$ cat config.mk
export PLATFORM = sky130hd
export DESIGN_NAME = tnn_neuron_accum_flat
export DESIGN_NICKNAME = d
export VERILOG_FILES = /design/src/rtl/tnn_neuron_accum_pkg.sv /design/src/rtl/tnn_neuron_accum_if.sv /design/src/rtl/tnn_neuron_accum_thresh.sv /design/src/rtl/tnn_neuron_accum.sv /design/src/flat_wrapper.sv
export SDC_FILE = /design/constraint.sdc
export NUM_CORES = 1
export LEC_CHECK = 0
export ABC_AREA = 1
export BUFFER_PORTS_ARGS = -buffer_cell sky130_fd_sc_hd__buf_2
export CORE_ASPECT_RATIO = 0.6
export CORE_MARGIN = 5
export CORE_UTILIZATION = 50
export DETAILED_ROUTE_END_ITERATION = 12
export MAX_ROUTING_LAYER = met4
export PLACE_DENSITY = 0.77
export SYNTH_ARGS = -nofsm -noshare
export SYNTH_HDL_FRONTEND = slang
export SYNTH_SLANG_ARGS = --single-unit
$ cat constraint.sdc
create_clock -name clk -period 2.95 [get_ports clk]
set_input_delay 0.4425 -clock clk [delete_from_list [all_inputs] [get_ports clk]]
set_output_delay 0.4425 -clock clk [all_outputs]
set_load 0.02 [all_outputs]
$ cat src/rtl/tnn_neuron_accum_pkg.sv
// Shared types for the ternary-neuron datapath: activation encoding, accumulator FSM states,
// and the saturating adder used when TNN_SAT_EN is defined.
package tnn_pkg;

  typedef logic [1:0] act_t;
  localparam act_t ACT_POS  = 2'b01;
  localparam act_t ACT_ZERO = 2'b00;
  localparam act_t ACT_NEG  = 2'b11;

  typedef enum logic {ACC = 1'b0, OUT = 1'b1} state_t;

  // Returns {clamped, value}; value is clamped to the signed range of a w-bit word.
  function automatic logic [32:0] sat_add(input logic signed [31:0] a,
                                          input logic signed [31:0] b,
                                          input int w);
    logic signed [31:0] r, mx, mn;
    r  = a + b;
    mx = (32'sd1 <<< (w - 1)) - 32'sd1;
    mn = -(32'sd1 <<< (w - 1));
    if (r > mx) return {1'b1, mx};
    if (r < mn) return {1'b1, mn};
    return {1'b0, r};
  endfunction

endpackage

$ cat src/rtl/tnn_neuron_accum_if.sv
// Beat-in / result-out handshake bundle for the ternary-neuron accumulator.
interface tnn_neuron_accum_if #(
  parameter int PC_W  = 5,
  parameter int ACC_W = 10
);
  import tnn_pkg::*;

  logic                    in_valid;
  logic                    in_ready;
  logic                    in_last;
  logic [PC_W-1:0]         pos_pc;
  logic [PC_W-1:0]         neg_pc;
  logic signed [ACC_W-1:0] thr_hi;
  logic signed [ACC_W-1:0] thr_lo;
  logic                    out_valid;
  logic                    out_ready;
  act_t                    out_act;
  logic signed [ACC_W-1:0] out_sum;
  logic                    out_err;

  modport master (
    output in_valid, in_last, pos_pc, neg_pc, thr_hi, thr_lo, out_ready,
    input  in_ready, out_valid, out_act, out_sum, out_err
  );

  modport slave (
    input  in_valid, in_last, pos_pc, neg_pc, thr_hi, thr_lo, out_ready,
    output in_ready, out_valid, out_act, out_sum, out_err
  );
endinterface

$ cat src/rtl/tnn_neuron_accum_thresh.sv
// Signed two-threshold ternary quantiser; the upper threshold wins when the thresholds cross.
module tnn_ternary_thresh
  import tnn_pkg::*;
#(
  parameter int W = 10
) (
  input  logic signed [W-1:0] sum_i,
  input  logic signed [W-1:0] thr_hi_i,
  input  logic signed [W-1:0] thr_lo_i,
  output act_t                act_o
);

  always_comb begin
    act_o = ACT_ZERO;
    if (sum_i > thr_hi_i)      act_o = ACT_POS;
    else if (sum_i < thr_lo_i) act_o = ACT_NEG;
  end

endmodule

$ cat src/rtl/tnn_neuron_accum.sv
// Ternary-neuron accumulator: sums (pos - neg) popcounts per beat, thresholds on the last beat.
// Define TNN_SAT_EN for saturating arithmetic (clamps flag out_err); default wraps.
module tnn_neuron_accum
  import tnn_pkg::*;
#(
  parameter int PC_W      = 5,
  parameter int ACC_W     = 10,
  parameter int MAX_BEATS = 8
) (
  input logic               clk,
  input logic               rst,
  tnn_neuron_accum_if.slave bus
);

  localparam int CNT_W = $clog2(MAX_BEATS) + 1;

  state_t                  state_q;
  logic signed [ACC_W-1:0] acc_q, out_sum_q, sum_d;
  logic [CNT_W-1:0]        cnt_q;
  logic                    in_ready_q, out_valid_q, out_err_q;
  act_t                    out_act_q, act_d;
  logic                    accept, limit, done, err_d;

  assign accept = bus.in_valid & in_ready_q;
  assign limit  = (cnt_q == CNT_W'(MAX_BEATS - 1));
  assign done   = bus.in_last | limit;

`ifdef TNN_SAT_EN
  logic                clamp_q, clamp_d;
  logic [32:0]         sat_r;
  logic signed [31:0]  delta;

  always_comb begin
    delta   = 32'(bus.pos_pc) - 32'(bus.neg_pc);
    sat_r   = sat_add(32'(acc_q), delta, ACC_W);
    sum_d   = sat_r[ACC_W-1:0];
    clamp_d = sat_r[32];
  end

  // Clamps on earlier beats are remembered until the neuron's result is emitted.
  assign err_d = (limit & ~bus.in_last) | clamp_q | clamp_d;

  always_ff @(posedge clk) begin
    if (rst)                        clamp_q <= 1'b0;
    else if (accept && !done)       clamp_q <= clamp_q | clamp_d;
    else if (state_q == OUT && bus.out_ready) clamp_q <= 1'b0;
  end
`else
  always_comb begin
    sum_d = acc_q + ACC_W'(bus.pos_pc) - ACC_W'(bus.neg_pc);
  end

  assign err_d = limit & ~bus.in_last;
`endif

  tnn_ternary_thresh #(.W(ACC_W)) u_thresh (
    .sum_i    (sum_d),
    .thr_hi_i (bus.thr_hi),
    .thr_lo_i (bus.thr_lo),
    .act_o    (act_d)
  );

  always_ff @(posedge clk) begin
    if (rst) begin
      state_q     <= ACC;
      acc_q       <= '0;
      cnt_q       <= '0;
      in_ready_q  <= 1'b1;
      out_valid_q <= 1'b0;
      out_act_q   <= ACT_ZERO;
      out_sum_q   <= '0;
      out_err_q   <= 1'b0;
    end else begin
      case (state_q)
        ACC: begin
          if (accept) begin
            acc_q <= sum_d;
            cnt_q <= cnt_q + 1'b1;
            if (done) begin
              out_sum_q   <= sum_d;
              out_act_q   <= act_d;
              out_err_q   <= err_d;
              out_valid_q <= 1'b1;
              in_ready_q  <= 1'b0;
              state_q     <= OUT;
            end
          end
        end
        OUT: begin
          // Input re-opens only on the cycle after the result is consumed.
          if (bus.out_ready) begin
            out_valid_q <= 1'b0;
            out_err_q   <= 1'b0;
            acc_q       <= '0;
            cnt_q       <= '0;
            in_ready_q  <= 1'b1;
            state_q     <= ACC;
          end
        end
        default: state_q <= ACC;
      endcase
    end
  end

  assign bus.in_ready  = in_ready_q;
  assign bus.out_valid = out_valid_q;
  assign bus.out_act   = out_act_q;
  assign bus.out_sum   = out_sum_q;
  assign bus.out_err   = out_err_q;

endmodule

$ cat src/flat_wrapper.sv
// flat-port wrapper written by rule: the top's interface ports become plain ports
module tnn_neuron_accum_flat import tnn_pkg::*;
#(
  parameter int PC_W      = 5,
  parameter int ACC_W     = 10,
  parameter int MAX_BEATS = 8
)
  (clk, rst, bus_in_valid, bus_in_last, bus_pos_pc, bus_neg_pc, bus_thr_hi, bus_thr_lo, bus_out_ready, bus_in_ready, bus_out_valid, bus_out_act, bus_out_sum, bus_out_err);
  tnn_neuron_accum_if #(.PC_W(PC_W), .ACC_W(ACC_W)) bus_i ();
  input logic clk;
  input logic rst;
  input wire logic [$bits(bus_i.in_valid)-1:0] bus_in_valid;
  input wire logic [$bits(bus_i.in_last)-1:0] bus_in_last;
  input wire logic [$bits(bus_i.pos_pc)-1:0] bus_pos_pc;
  input wire logic [$bits(bus_i.neg_pc)-1:0] bus_neg_pc;
  input wire logic [$bits(bus_i.thr_hi)-1:0] bus_thr_hi;
  input wire logic [$bits(bus_i.thr_lo)-1:0] bus_thr_lo;
  input wire logic [$bits(bus_i.out_ready)-1:0] bus_out_ready;
  output wire logic [$bits(bus_i.in_ready)-1:0] bus_in_ready;
  output wire logic [$bits(bus_i.out_valid)-1:0] bus_out_valid;
  output wire logic [$bits(bus_i.out_act)-1:0] bus_out_act;
  output wire logic [$bits(bus_i.out_sum)-1:0] bus_out_sum;
  output wire logic [$bits(bus_i.out_err)-1:0] bus_out_err;
  assign bus_i.in_valid = bus_in_valid;
  assign bus_i.in_last = bus_in_last;
  assign bus_i.pos_pc = bus_pos_pc;
  assign bus_i.neg_pc = bus_neg_pc;
  assign bus_i.thr_hi = bus_thr_hi;
  assign bus_i.thr_lo = bus_thr_lo;
  assign bus_i.out_ready = bus_out_ready;
  assign bus_in_ready = bus_i.in_ready;
  assign bus_out_valid = bus_i.out_valid;
  assign bus_out_act = bus_i.out_act;
  assign bus_out_sum = bus_i.out_sum;
  assign bus_out_err = bus_i.out_err;
  tnn_neuron_accum #(.PC_W(PC_W), .ACC_W(ACC_W), .MAX_BEATS(MAX_BEATS)) u_core (.clk(clk), .rst(rst), .bus(bus_i));
endmodule
==> impl_metrics.toml, run 1 <==
[global_route]
antenna_found_initial = 0
grt_first_pass_wirelength_um = 10900
grt_start_max_net_pins = 24
grt_usage = 0.224
grt_pass1_vias = 2345
overflow = 0

[synth]
netlist.area_leader.share = 0.258
synthTopCellsByArea = "dfxtp_1 26%, ha_1 16%, nand2_1 13%, inv_1 12%, a21oi_1 4.5%"
synth_edf_count = 0
seq_area_frac_synth = 0.258
syn_inst = 341
ys_types = 25
synth.most_common_cell = "nand2_1"
avgSynthCellArea_um2 = 6.82
async_flop_share = 0
synthFlopType = "dfxtp_1"
synth_common_cells = "83 x nand2_1, 76 x inv_1, 30 x dfxtp_1, 30 x ha_1, 27 x nor2_1"
netlist_area_um2 = 2330
ys_seq_elements = 30
yosysWarnings = 0
syn-num-nets = 411
synth_top_cell_by_area = "dfxtp_1"

[route]
ant_nets = 0
drc = 0
drtPass1Iterations = 4
routed-via-count = 2335
viasPerCell = 4.80
totalWireLength_um = 6490
detail_route.wl_per_cell_um = 13.4
initialDrtViolationCount = 137

[sta]
hold_viol_final = 0
drv_slew = 0
fin_skew_ns = 0.00471
setup_viol = 2
fin_ws_ns = -0.0962
timing.final.crit_share = 1.03
max_freq_mhz = 328
max_slew_margin = 0.698
grt_setup_unrepaired = "yes"
worstMarginPinSlew_ns = 0.453
period_minus_slack_ns = 3.05
hold_slack_ns = 0.355

[power]
power_density_nw_per_um2 = 1290
peakVddDrop_uv = 615
power_uw = 4320
leakage_uw = 0.00175

[place]
dp_slack_ns = -0.396
dp_hpwl_um = 4480
place.gp.congestion = 0.900
numPortBuffers = 49

[hold_path]
hold_class = "in -> reg"
min_from = "bus_out_ready"

[clock_network]
cts-htree-levels = 2
cts_root_buffer = "clkbuf_8"
clock-sinks = 30
clk_pin_slew_worst_paths_ns = 0.07
clk_path_buf_depth = 2
cts_tree = "yes"
cts_buffers = 5
holdBufCountCts = 0
clk_latency_ns = 0.28

[status]
status = "finished with violations"
violations = "setup timing"

[floorplan]
start_util = 0.513
boundaryPins = 50
fp-row-count = 19
die_h_um = 62.8
dieArea_um2 = 6160
die_w_um = 98.1
core_um2 = 4540

[setup_path]
worstSetupStartpointType = "register"
startpoint = "u_core.acc_q[4]$_SDFFE_PP0P_"
worstPathArrival_ns = 3.20
timing.rr.start = "u_core.acc_q[4]$_SDFFE_PP0P_"
cp_max_fo = 4
worstSetupPathType = "reg -> reg"
crit_path_end_kind = "register"
cp.required_ns = 3.10

[cells_and_area]
diodes = 0
drive_above_1_share = 0.383
areaGrowthSynthToFinish_pct = 44.5
layout.nets = 492

[run]
maxCapViolations = 0
what timing repair did:
item	in CTS	in global routing
pin swaps	32	29
gates resized for setup	46	27
setup endpoints to repair	2	2
buffers inserted	4	5
cell families (layout without fill, tap and decap cells):
logic type / Yosys count / count (layout) / share of synthesized area
and+or+nand+nor: 141 / 141 / 0.254
buffers and inverters: 83 / 165 / 0.135
AOI/OAI and AO/OA: 44 / 44 / 0.108
adders and majority gates: 35 / 35 / 0.204
DFF: 30 / 30 / 0.258
xor gates and xnor gates: 8 / 8 / 0.0398
power breakdown:
part           internal, µW  switching (µW)  leakage, µW
Clock                   248             159    0.0000579
Combinational          1550            1840      0.00145
Sequential              481            52.0     0.000247
worst max-delay path, cell delays in order (launching register included):
cell and delay [ns]:
dfxtp_1 0.35, inv_1 0.06, fa_1 0.48, inv_1 0.07
ha_4 0.26, nand2_1 0.08, nand2_2 0.11, a21oi_4 0.16
nand2_4 0.08, xor2_4 0.19, ha_4 0.30, nand2_1 0.09
nor2_4 0.13, nand3_2 0.12, buf_4 0.16, nand4_1 0.06
nand2_1 0.06, nand3_1 0.07, a21oi_1 0.07
flip-flops by register name (all words and copies together), names as in the netlist:
name                  cells
u_core.cnt_q              4
u_core.bus.out_act        2
u_core.acc_q             10
u_core.bus.out_valid      1
u_core.state_q            1
u_core.bus.out_sum       10
u_core.bus.out_err        1
u_core.bus.in_ready       1
routing by layer:
metal	wire, µm	up-vias	track usage
met1	3100	1051	0.291
met5	0	-	-
li1	-	1220	-
met4	48	0	0.0415
met3	324	7	0.0502
met2	3010	57	0.361
through the flow:
step	setup TNS [ns]	utilization	std cells	instance area [µm²]
floorplan	0	-	341	2350
global placement	-0.571	0.619	469	2810
detailed placement	-0.783	0.619	469	2810
CTS	0	0.704	481	3190
global route	-0.565	0.740	486	3360
finish	-0.184	0.740	486	3360
worst paths after layout:
kind	endpoint	slack (ns)	cells after the start
worst min register to register	u_core.bus.out_valid$_SDFFE_PP0P_	0.46	2
worst max register to register	u_core.bus.out_act[1]$_SDFFE_PP0P_	-0.1	18
worst max-delay path	u_core.bus.out_act[1]$_SDFFE_PP0P_	-0.1	18
worst min-delay path	u_core.state_q$_SDFF_PP0_	0.36	2
layout make-up:
class	count	area, µm²
Multi-Input combinational cell	228	1800
Timing Repair Buffer	80	482
Tap cell	63	78.8
Clock buffer	5	68.8
Clock inverter	3	40.0
Fill cell	327	1180
Inverter	77	289
Sequential cell	30	603
placed cells by master (no fill, tap or decap), drive strengths merged:
| master | count |
|---|---|
| nand2 | 89 |
| buf | 80 |
| inv | 77 |
| dfxtp | 30 |
| ha | 30 |
| nor2 | 28 |
| a21oi | 26 |
| nand3 | 15 |
| o21ai | 13 |
| nand4 | 8 |
| xor2 | 8 |
| clkbuf | 5 |
| fa | 5 |
| clkinv | 2 |
| o21bai | 1 |
| a31oi | 1 |
| a21o | 1 |
| o31ai | 1 |
| a221oi | 1 |
| nor3 | 1 |
| bufinv | 1 |
No activity file was read; power rests on OpenSTA's default activity.
==> run 2: changes to the inputs <==
--- a/config.mk
+++ b/config.mk
@@ -6,7 +6,7 @@
 export NUM_CORES = 1
 export LEC_CHECK = 0
 export ABC_AREA = 1
-export BUFFER_PORTS_ARGS = -buffer_cell sky130_fd_sc_hd__buf_2
+export BUFFER_PORTS_ARGS = -buffer_cell sky130_fd_sc_hd__buf_4
 export CORE_ASPECT_RATIO = 0.6
 export CORE_MARGIN = 5
 export CORE_UTILIZATION = 50
==> impl_metrics.toml, run 2 (synthesized netlist as in run 1, its figures left out) <==
[cells_and_area]
ff_latch_area_um2 = 604
layout.nets = 489
diodes = 0
mostFrequentLayoutCell = "buf_4"
multi_input_area_um2 = 1810
fill_cells = 340
drive_above_1_share = 0.381
areaGrowthSynthToFinish_pct = 48.3
layout.cells.non_filler = 483
layout_common_cells = "76 x buf_4, 70 x inv_1, 67 x nand2_1"

[clock_network]
clk_pin_slew_worst_paths_ns = 0.06
cts-htree-levels = 2
clock-sinks = 30
cts_buffers = 5
cts_tree = "yes"
cts_root_buffer = "clkbuf_8"
clk_latency_ns = 0.28
clk_path_buf_depth = 2

[setup_path]
crit_path_end_kind = "register"
worstPathArrival_ns = 3.24
max_stage_delay_ns = 0.48
worstSetupPathType = "reg -> reg"
cp_max_fo = 5
crit_chain = "inv_2 -> fa_1 -> inv_2 -> ha_4 -> a21oi_4 -> nand2_2 -> a21oi_2 -> xor2_2 -> buf_4 -> ha_4 -> nand2_4 -> nor2_1 -> nand3_2 -> nand3_2 -> nand2_1 -> nand3_1 -> nand2_1 -> nor2_1 -> nor2_1"
path_common_cell = "nor2_1"
cp_slowest_cell = "fa_1"
worstSetupStartpointType = "register"
cp.required_ns = 3.11

[global_route]
antenna_found_initial = 0
overflow = 0
grt_usage = 0.214
grt_start_max_net_pins = 24
grt_pass1_vias = 2317
grt_first_pass_wirelength_um = 10400

[floorplan]
start_util = 0.513
boundaryPins = 50
core_um2 = 4540
dieArea_um2 = 6160
fp-row-count = 19
die_h_um = 62.8
die_w_um = 98.1

[sta]
worstMarginPinSlew_ns = 0.416
fin_ws_ns = -0.131
max_freq_mhz = 325
max_slew_margin = 0.722
setup-tns-final_ns = -0.198
fin_skew_ns = 0.00317
period_minus_slack_ns = 3.08
drv_slew = 0
timing.final.crit_share = 1.04
hold_slack_ns = 0.358
hold_viol_final = 0
setup_viol = 2
grt_setup_unrepaired = "yes"

[route]
initialDrtViolationCount = 148
drtPass1Iterations = 4
ant_nets = 0
routed-via-count = 2370
viasPerCell = 4.91
detail_route.wl_per_cell_um = 13.9
drc = 0
totalWireLength_um = 6690

[power]
peakVddDrop_uv = 495
power_density_nw_per_um2 = 1250
leakage_uw = 0.00175

[place]
place.gp.congestion = 0.887
dp_hpwl_um = 4710
numPortBuffers = 49
numPlacedInstances = 469

[status]
violations = "setup timing"
status = "finished with violations"

[hold_path]
hold_class = "in -> reg"

[run]
maxCapViolations = 0
[run 2: cell count changes in the layout (fill, tap and decap cells not counted), sizes merged]
cell | before | now
bufinv | 1 | 0
buf | 80 | 77
clkinv | 2 | 1
clkbuf | 5 | 7
[run 2: path summary, 6_finish.rpt]
check / from / to / depth (start not counted) / slack (ns)
hold / removal: bus_out_ready / u_core.state_q$_SDFF_PP0_ / 2 / 0.36
setup reg to reg: u_core.acc_q[2]$_SDFFE_PP0P_ / u_core.bus.out_act[0]$_SDFFE_PP0P_ / 19 / -0.13
hold reg to reg: u_core.bus.out_valid$_SDFFE_PP0P_ / u_core.bus.out_valid$_SDFFE_PP0P_ / 2 / 0.47
setup / recovery: u_core.acc_q[2]$_SDFFE_PP0P_ / u_core.bus.out_act[0]$_SDFFE_PP0P_ / 19 / -0.13
[run 2: critical path: cells and delay by family (launching register included)]
| family | cells | cell delay, ns |
|---|---|---|
| simple gates | 10 | 0.91 |
| buf+inv | 3 | 0.25 |
| flops | 1 | 0.33 |
| xor+xnor | 1 | 0.11 |
| fa+ha+maj | 3 | 1.03 |
| compound gates | 2 | 0.33 |
[run 2: power by group]
group / switching [µW] / internal [µW] / total (µW) / leakage [µW]
logic: 1870 / 1570 / 3440 / 0.00146
clock network: 148 / 188 / 335 / 0.0000482
registers: 51.8 / 482 / 533 / 0.000247
total: 2070 / 2240 / 4310 / 0.00175
[run 2: timing repair]
action                                  CTS  global route
setup buffers                             5             2
resized for setup                        42            28
hold buffers                              0             0
endpoints found under the setup margin    2             2
pin swaps                                36            31
[run 2: metrics by stage]
| stage | power (µW) | area, µm² | util | setup slack, ns |
|---|---|---|---|---|
| after floorplan | 2010 | 2350 | - | 0.00106 |
| after global placement | 2790 | 2930 | 0.646 | -0.325 |
| after detailed placement | 2870 | 2930 | 0.646 | -0.394 |
| after CTS | 3790 | 3310 | 0.728 | -0.0418 |
| after global routing | 4670 | 3450 | 0.760 | -0.357 |
| final | 4310 | 3450 | 0.760 | -0.131 |
[run 2: routing by layer]
metal	global-route usage	wire, µm	share of wire
met5	-	0	0
met2	0.340	3190	0.48
met4	0.0415	84	0.013
met3	0.0624	387	0.058
met1	0.274	3030	0.45
[run 2: final cells by class]
cell class / instances / share of cell area
well taps: 63 / 0.0228
inverters: 77 / 0.0837
repair buffers: 77 / 0.169
flip-flops and latches: 30 / 0.175
clock inverters: 1 / 0.00145
clock buffers: 7 / 0.0250
multi-input cells: 228 / 0.523
==> run 3: changes to the inputs <==
--- a/config.mk
+++ b/config.mk
@@ -13,6 +13,7 @@
 export DETAILED_ROUTE_END_ITERATION = 12
 export MAX_ROUTING_LAYER = met4
 export PLACE_DENSITY = 0.77
+export SKIP_CTS_REPAIR_TIMING = 1
 export SYNTH_ARGS = -nofsm -noshare
 export SYNTH_HDL_FRONTEND = slang
 export SYNTH_SLANG_ARGS = --single-unit
==> impl_metrics.toml, run 3 (synthesized netlist as in run 1, its figures left out) <==
[status]
status = "finished with violations"
violations = "setup timing"

[sta]
hold_slack_ns = 0.356
period_minus_slack_ns = 3.05
drv_slew = 0
fin_ws_ns = -0.0987
worstMarginPinSlew_ns = 0.419
timing.final.crit_share = 1.03
fin_skew_ns = 0.00341
grt_setup_unrepaired = "yes"
setup-tns-final_ns = -0.164
hold_viol_final = 0
setup_viol = 2
max_freq_mhz = 328
max_slew_margin = 0.720

[clock_network]
cts_buffers = 5
clk_pin_slew_worst_paths_ns = 0.06
clk_path_buf_depth = 2
clock-sinks = 30
clk_latency_ns = 0.28
cts_tree = "yes"
cts_root_buffer = "clkbuf_8"
cts-htree-levels = 2

[global_route]
grt_first_pass_wirelength_um = 9730
overflow = 0
antenna_found_initial = 0
grt_pass1_vias = 2168
grt_usage = 0.200
grt_start_max_net_pins = 24

[place]
numPortBuffers = 49
dp_slack_ns = -0.394
place.gp.congestion = 0.887
dp_hpwl_um = 4710

[cells_and_area]
diodes = 0
areaGrowthSynthToFinish_pct = 43.5
mostFrequentLayoutCell = "buf_4"
layout_common_cells = "74 x buf_4, 73 x inv_1, 72 x nand2_1"
drive_above_1_share = 0.350
layout.nets = 486

[setup_path]
crit_path_end_kind = "register"
worstPathArrival_ns = 3.27
path_buf_inv = 3
r2r_slack_ns = -0.1
r2r_cells = 20
path_depth = 20
startpoint = "u_core.acc_q[1]$_SDFFE_PP0P_"
cp_slowest_cell = "fa_1"
worstSetupStartpointType = "register"
cp.required_ns = 3.17
timing.rr.start = "u_core.acc_q[1]$_SDFFE_PP0P_"
max_stage_delay_ns = 0.55
worstSetupPathType = "reg -> reg"
r2r-end = "u_core.bus.out_act[0]$_SDFFE_PP0P_"
cp_max_fo = 3
crit_end = "u_core.bus.out_act[0]$_SDFFE_PP0P_"
path_delay_family = "adder cells"
crit_chain = "inv_2 -> fa_1 -> inv_2 -> ha_4 -> a21oi_4 -> nand2_4 -> a21oi_4 -> xor2_2 -> ha_1 -> nand2_2 -> inv_2 -> nand2_1 -> nand2_1 -> nand2_2 -> nand3_2 -> nand2_2 -> nand3_2 -> nor2_2 -> nor2_1 -> nor2_1"

[run]
maxCapViolations = 0

[power]
peakVddDrop_uv = 462
leakage_uw = 0.00173
power_uw = 3960
power_density_nw_per_um2 = 1190

[hold_path]
hold_class = "in -> reg"
min_from = "bus_out_ready"
min_path_cells = 2

[floorplan]
boundaryPins = 50
start_util = 0.513
fp-row-count = 19
core_um2 = 4540
dieArea_um2 = 6160
die_w_um = 98.1
die_h_um = 62.8

[route]
totalWireLength_um = 6370
drc = 0
ant_nets = 0
detail_route.wl_per_cell_um = 13.3
drtPass1Iterations = 4
routed-via-count = 2348
viasPerCell = 4.89
initialDrtViolationCount = 141
## run 3: changes by cell type in the layout (fill, tap and decap cells not counted), sizes merged
cell,delta
buf,-3
## run 3: cell type report
class                           count  area [µm²]
Clock buffer                        7        86.3
Sequential cell                    30         604
Inverter                           77         289
Clock inverter                      1        5.00
Multi-Input combinational cell    228        1720
Timing Repair Buffer               74         556
Fill cell                         351        1200
Tap cell                           63        78.8
## run 3: worst min-delay path by stage
stage,to
floorplan,u_core.acc_q[2]$_SDFFE_PP0P_
global placement,u_core.bus.out_valid$_SDFFE_PP0P_
detailed placement,u_core.bus.out_valid$_SDFFE_PP0P_
CTS,u_core.state_q$_SDFF_PP0_
global route,u_core.state_q$_SDFF_PP0_
finish,u_core.state_q$_SDFF_PP0_
## run 3: worst register-to-register path: cells and delay by family (launching register included)
kind | cells | cell delay (ns)
DFF | 1 | 0.33
and+or+nand+nor | 11 | 0.88
AOI/OAI and AO/OA | 2 | 0.35
buffers and inverters | 3 | 0.13
adders and majority gates | 3 | 1.03
xor gates and xnor gates | 1 | 0.26
## run 3: through the flow
stage / cell area (µm²) / std cells / utilization
after global placement: 2930 / 469 / 0.646
after global routing: 3340 / 480 / 0.735
final: 3340 / 480 / 0.735
after floorplan: 2350 / 341 / -
after detailed placement: 2930 / 469 / 0.646
after CTS: 3020 / 477 / 0.666
## run 3: layer usage
layer  vias up  GRT usage  part of all wire
met4         0     0.0259            0.0091
met5         -          -                 0
met2        59      0.309              0.47
li1       1205          -                 -
met3         6     0.0613             0.052
met1      1078      0.264              0.47
## run 3: power by group
part           switching, µW  internal, µW
clock                    146           188
sequential              50.8           482
combinational           1700          1400
